File: src/rtl/mem_arbiter_pkg.sv
// rtl/mem_arbiter_pkg.sv - shared types for the fetch/data memory arbiter
package mem_arbiter_pkg;

  typedef enum logic {
    OWN_IF,
    OWN_DM
  } mem_owner_e;

  typedef enum logic [1:0] {
    ARB_IDLE,
    ARB_REQ,
    ARB_WAIT
  } arb_state_e;

  localparam logic [3:0] BE_WORD = 4'hF;

  // Data port wins ties: the M-stage instruction is older than the one being fetched.
  function automatic logic pick_dm(input logic if_ok, input logic dm_ok);
    return dm_ok | ~if_ok;
  endfunction

endpackage

File: src/rtl/mem_arbiter.sv
// rtl/mem_arbiter.sv - fetch/data arbiter onto one single-port memory bus
// One outstanding transaction; completion cycle may grant the other requester.
module mem_arbiter
  import mem_arbiter_pkg::*;
#(
  parameter int XLEN    = 32,
  parameter int TIMEOUT = 255
) (
  input  logic            clk,
  input  logic            rst,
  input  logic            if_req,
  input  logic [XLEN-1:0] if_addr,
  output logic            if_gnt,
  output logic            if_rvalid,
  output logic [31:0]     if_rdata,
  input  logic            dm_req,
  input  logic            dm_we,
  input  logic [3:0]      dm_be,
  input  logic [XLEN-1:0] dm_addr,
  input  logic [XLEN-1:0] dm_wdata,
  output logic            dm_gnt,
  output logic            dm_rvalid,
  output logic [XLEN-1:0] dm_rdata,
  output logic            bus_req,
  output logic            bus_we,
  output logic [3:0]      bus_be,
  output logic [XLEN-1:0] bus_addr,
  output logic [XLEN-1:0] bus_wdata,
  input  logic            bus_gnt,
  input  logic            bus_rvalid,
  input  logic [XLEN-1:0] bus_rdata,
  output logic            stall_if,
  output logic            stall_mem,
  output logic            timeout_err
);

  localparam int CW = $clog2(TIMEOUT + 1);

  arb_state_e      state_q, state_d;
  mem_owner_e      owner_q, owner_d;
  logic [CW-1:0]   cnt_q, cnt_d;
  logic            we_q, we_d;
  logic [3:0]      be_q, be_d;
  logic [XLEN-1:0] addr_q, addr_d;
  logic [XLEN-1:0] wdata_q, wdata_d;

  logic arb_en;
  logic if_ok;
  logic dm_ok;
  logic done;

  always_comb begin
    state_d     = state_q;
    owner_d     = owner_q;
    cnt_d       = cnt_q;
    we_d        = we_q;
    be_d        = be_q;
    addr_d      = addr_q;
    wdata_d     = wdata_q;
    if_gnt      = 1'b0;
    dm_gnt      = 1'b0;
    if_rvalid   = 1'b0;
    dm_rvalid   = 1'b0;
    if_rdata    = '0;
    dm_rdata    = '0;
    timeout_err = 1'b0;
    arb_en      = 1'b0;
    done        = 1'b0;
    if_ok       = if_req;
    dm_ok       = dm_req;

    case (state_q)
      ARB_IDLE: arb_en = 1'b1;
      ARB_REQ: begin
        if (bus_gnt) begin
          state_d = ARB_WAIT;
          cnt_d   = '0;
        end
      end
      ARB_WAIT: begin
        cnt_d = cnt_q + 1'b1;
        if (bus_rvalid) begin
          done    = 1'b1;
          state_d = ARB_IDLE;
          arb_en  = 1'b1;
          // The owner's req is still the one just served, so skip it this cycle.
          if (owner_q == OWN_DM) dm_ok = 1'b0;
          else                   if_ok = 1'b0;
        end else if (cnt_q == CW'(TIMEOUT)) begin
          done        = 1'b1;
          timeout_err = 1'b1;
          state_d     = ARB_IDLE;
        end
      end
      default: state_d = ARB_IDLE;
    endcase

    if (done) begin
      if (owner_q == OWN_DM) begin
        dm_rvalid = 1'b1;
        dm_rdata  = bus_rvalid ? bus_rdata : '0;
      end else begin
        if_rvalid = 1'b1;
        if_rdata  = bus_rvalid ? bus_rdata[31:0] : '0;
      end
    end

    if (arb_en && (if_ok || dm_ok)) begin
      state_d = ARB_REQ;
      if (pick_dm(if_ok, dm_ok)) begin
        owner_d = OWN_DM;
        we_d    = dm_we;
        be_d    = dm_we ? dm_be : BE_WORD;
        addr_d  = dm_addr;
        wdata_d = dm_wdata;
        dm_gnt  = 1'b1;
      end else begin
        owner_d = OWN_IF;
        we_d    = 1'b0;
        be_d    = BE_WORD;
        addr_d  = if_addr;
        wdata_d = '0;
        if_gnt  = 1'b1;
      end
    end
  end

  always_ff @(posedge clk or posedge rst) begin
    if (rst) begin
      state_q <= ARB_IDLE;
      owner_q <= OWN_IF;
      cnt_q   <= '0;
      we_q    <= 1'b0;
      be_q    <= '0;
      addr_q  <= '0;
      wdata_q <= '0;
    end else begin
      state_q <= state_d;
      owner_q <= owner_d;
      cnt_q   <= cnt_d;
      we_q    <= we_d;
      be_q    <= be_d;
      addr_q  <= addr_d;
      wdata_q <= wdata_d;
    end
  end

  assign bus_req   = (state_q == ARB_REQ);
  assign bus_we    = we_q;
  assign bus_be    = be_q;
  assign bus_addr  = addr_q;
  assign bus_wdata = wdata_q;
  assign stall_if  = if_req & ~if_rvalid;
  assign stall_mem = dm_req & ~dm_rvalid;

endmodule

File: config.mk
export PLATFORM = sky130hd
export DESIGN_NAME = mem_arbiter
export DESIGN_NICKNAME = d
export VERILOG_FILES = /design/src/rtl/mem_arbiter_pkg.sv /design/src/rtl/mem_arbiter.sv
export SDC_FILE = /design/constraint.sdc
export NUM_CORES = 1
export LEC_CHECK = 0
export CORE_AREA = 2 2 110 112
export DETAILED_ROUTE_END_ITERATION = 8
export DIE_AREA = 0 0 112 114
export GPL_ROUTABILITY_DRIVEN = 0
export GPL_TIMING_DRIVEN = 0
export PLACE_DENSITY = 0.84
export SYNTH_ARGS = -nofsm -noshare
export SYNTH_HDL_FRONTEND = slang
export SYNTH_SLANG_ARGS = --single-unit
File: constraint.sdc
create_clock -name clk -period 5.9 [get_ports clk]
set_input_delay 1.18 -clock clk [delete_from_list [all_inputs] [get_ports clk]]
set_output_delay 1.18 -clock clk [all_outputs]
set_load 0.01 [all_outputs]
==> metrics.txt <==
sequential cell area=roughly 2000 µm²; DRC=0; number of distinct library cells after synthesis=37; fin crit period=between 4 and 5 ns; Avg WL per Cell=~18 µm; total power=around 2.9 mW; Cell Area, Synth=just over 4000 µm²; Yosys reg bits=80; Yosys Warn Count=0; final std cells w/o fill=between 800 and 900; Post-Place Cells=around 800; Via Count=between 4000 and 5000; crit-path max FO=10; PD cells=about 400 nW/µm²; Final setup viols=0; R2R depth=4; Mapped Cells=around 390; clock latency on the worst-skew pair=roughly 0.34 ns; Setup Skew=~0.0095 ns; Hold Crit Class=flop to flop; ANT nets after route=0; CP Launch Point=bus_rvalid; Vias/cell=5.17; hold worst-path end=bus_wdata[19]; CTS H-tree lvls=3; CORE AREA=between 10000 and 15000 µm²; Remaining Overflow, GRT=0; mean post-synth cell area=10.4 µm²; hold_ws=0.503 ns; DRT iter0 DRCs=between 200 and 300; fin crit share=roughly four fifths; largest net degree at the start of global routing=42; footprint of the multi-input gates=roughly 1700 µm²; fin nets=between 800 and 900; total CTS buffers=9; worst-margin pin slew=0.592 ns; first-pass GRT wire length=22500 µm; antenna violations before repair=0; cell area after layout=7330 µm²; DP HPWL=roughly 12000 µm; post_cts resized=0; Slew Limit Fails=0; Slew Limit Headroom=just over 60%; Leakage=~3.1 nW; FF-to-FF End=bus_addr[18]; IO Count=between 200 and 300; status=finished, final reports clean; layout cells sized above 1=5.42%; clk sinks=80; Area after DPL=~7000 µm²; vias in the first global route=around 4400; worst-case clock buffer depth=2; setup slack after layout=~1.2 ns; nature of the critical path startpoint=input pin; Arrival @ worst endpoint=between 3 and 4 ns; clk slew on worst S/H paths=0.06 ns; Post-Route WL=14600 µm; final core occ=between 60% and 70%; Die Wd=about 110 µm; CTS Root Cell=clkbuf_16; post-CTS setup buffer count=0; reg2reg setup slack=approximately 4.1 ns; CTS Hold Bufs=0; Hold Path Depth=1; setup TNS=0 ns; Starting Density=about a third; port bufs=~280; drt pass-1 iters=5; sequential share of the synthesized area=49.6%; gr usage total=22.2%; number of diodes=0; Std-Cell Rows=40; Peak VDD IR=0.000224 V; die area=between 10000 and 15000 µm²; RSZ-0062 raised after global routing=no; final hold violation count=0; pre-CTS WS=roughly 1.2 ns; Area Overhead vs Synth=81.6%; hold_sp=bus_wdata[19]; Max Fclk=roughly 210 MHz; CP endpoint kind=output pin; Crit Path Class=input pin to output pin; r2r startpoint=owner_q; # fillers=928; Syn Nets=about 530; Crit path required time=roughly 4.7 ns; die height=~110 µm; CTS tree=built; max-cap viol count=0
## registers in the layout, indices dropped and copies added (netlist names)
signal / count
bus_be: 4
bus_wdata: 32
bus_addr: 32
state_q: 2
bus_we: 1
cnt_q: 8
owner_q: 1
## metal layers
metal  global-route usage (%)  share of wire [%]
met5                        0                  0
met4                     7.72                2.3
met3                     6.27                8.2
met2                     41.2                 53
met1                     24.3                 37
## power breakdown
group,internal (mW),switching [mW],total [mW]
logic,0.808,0.646,1.45
clock network,0.338,0.225,0.563
registers,0.776,0.155,0.930
## Yosys cell counts, drive strengths merged
cell    number  area share, %
and2b        1           0.19
nand2        6           0.56
o31a         1           0.22
a22o        36            7.8
nor2         6           0.56
and2        63            9.8
mux2i        2           0.50
nor2b        2           0.31
nand3b       1           0.19
a41oi        2           0.43
a21oi        3           0.37
ha           1           0.31
inv         44            4.1
a31oi        5           0.77
xnor2        2           0.43
buf         19            3.0
a32oi        4           0.87
o32a         1           0.25
clkbuf      17            1.6
dfrtp       80             50
a41o         1           0.25
a211oi      33            6.3
nand3        5           0.62
o21ai        6           0.74
and3         2           0.31
a221o       32            7.9
nor3         1           0.12
o21a         1           0.19
nor3b        1           0.19
nand4        1           0.16
a21o         1           0.19
nand2b       8            1.2
## worst max-delay path by stage
stage / endpoint / slack, ns / cells after the start
6_report: if_gnt / 1.23 / 5
5_1_grt: if_gnt / 1.11 / 5
3_5_place_dp: if_gnt / 1.24 / 5
3_3_place_gp: if_gnt / 1.29 / 5
2_1_floorplan: bus_addr[0] / 2.67 / 1
4_1_cts: if_gnt / 1.23 / 5
## placed cells by master, fill, tap and decap left out, types with 3 or more instances in the layout
cell type,netlist,routed
nand2b_1,8,8
clkbuf_1,17,18
inv_1,43,42
nand2_1,6,6
o21ai_1,4,4
buf_2,14,14
and2_1,63,63
clkdlybuf4s50_1,0,279
a211oi_1,32,32
a221o_1,32,32
dfrtp_1,80,80
nor2_1,6,6
a21oi_1,3,3
clkbuf_16,0,9
buf_6,4,4
nand3_1,5,5
a31oi_1,5,5
a32oi_1,4,4
a22o_1,36,36
## critical path: stages
cell and delay (ns):
clkdlybuf4s50_1 0.65, nand2_1 0.18, a211oi_2 0.57, buf_2 0.33, clkdlybuf4s50_1 0.57
## final cells by class
| cell class | count | area share [%] |
|---|---|---|
| plain buffers | 36 | 2.54 |
| clock buffers | 11 | 3.31 |
| clock inverters | 4 | 0.734 |
| inverters | 44 | 2.29 |
| multi-input cells | 228 | 23.0 |
| flip-flops and latches | 80 | 27.3 |
| well taps | 147 | 2.51 |
| repair buffers | 280 | 38.4 |
## cell families after synthesis
kind of cell / Yosys count / share of synthesized area [%]
AOI/OAI and AO/OA: 126 / 26.3
xor gates and xnor gates: 2 / 0.434
adders and majority gates: 1 / 0.310
buffers and inverters: 80 / 8.71
DFF: 80 / 49.6
muxes: 2 / 0.496
and+or+nand+nor: 97 / 14.2
Note: power is estimated with default switching activity, not from simulation.
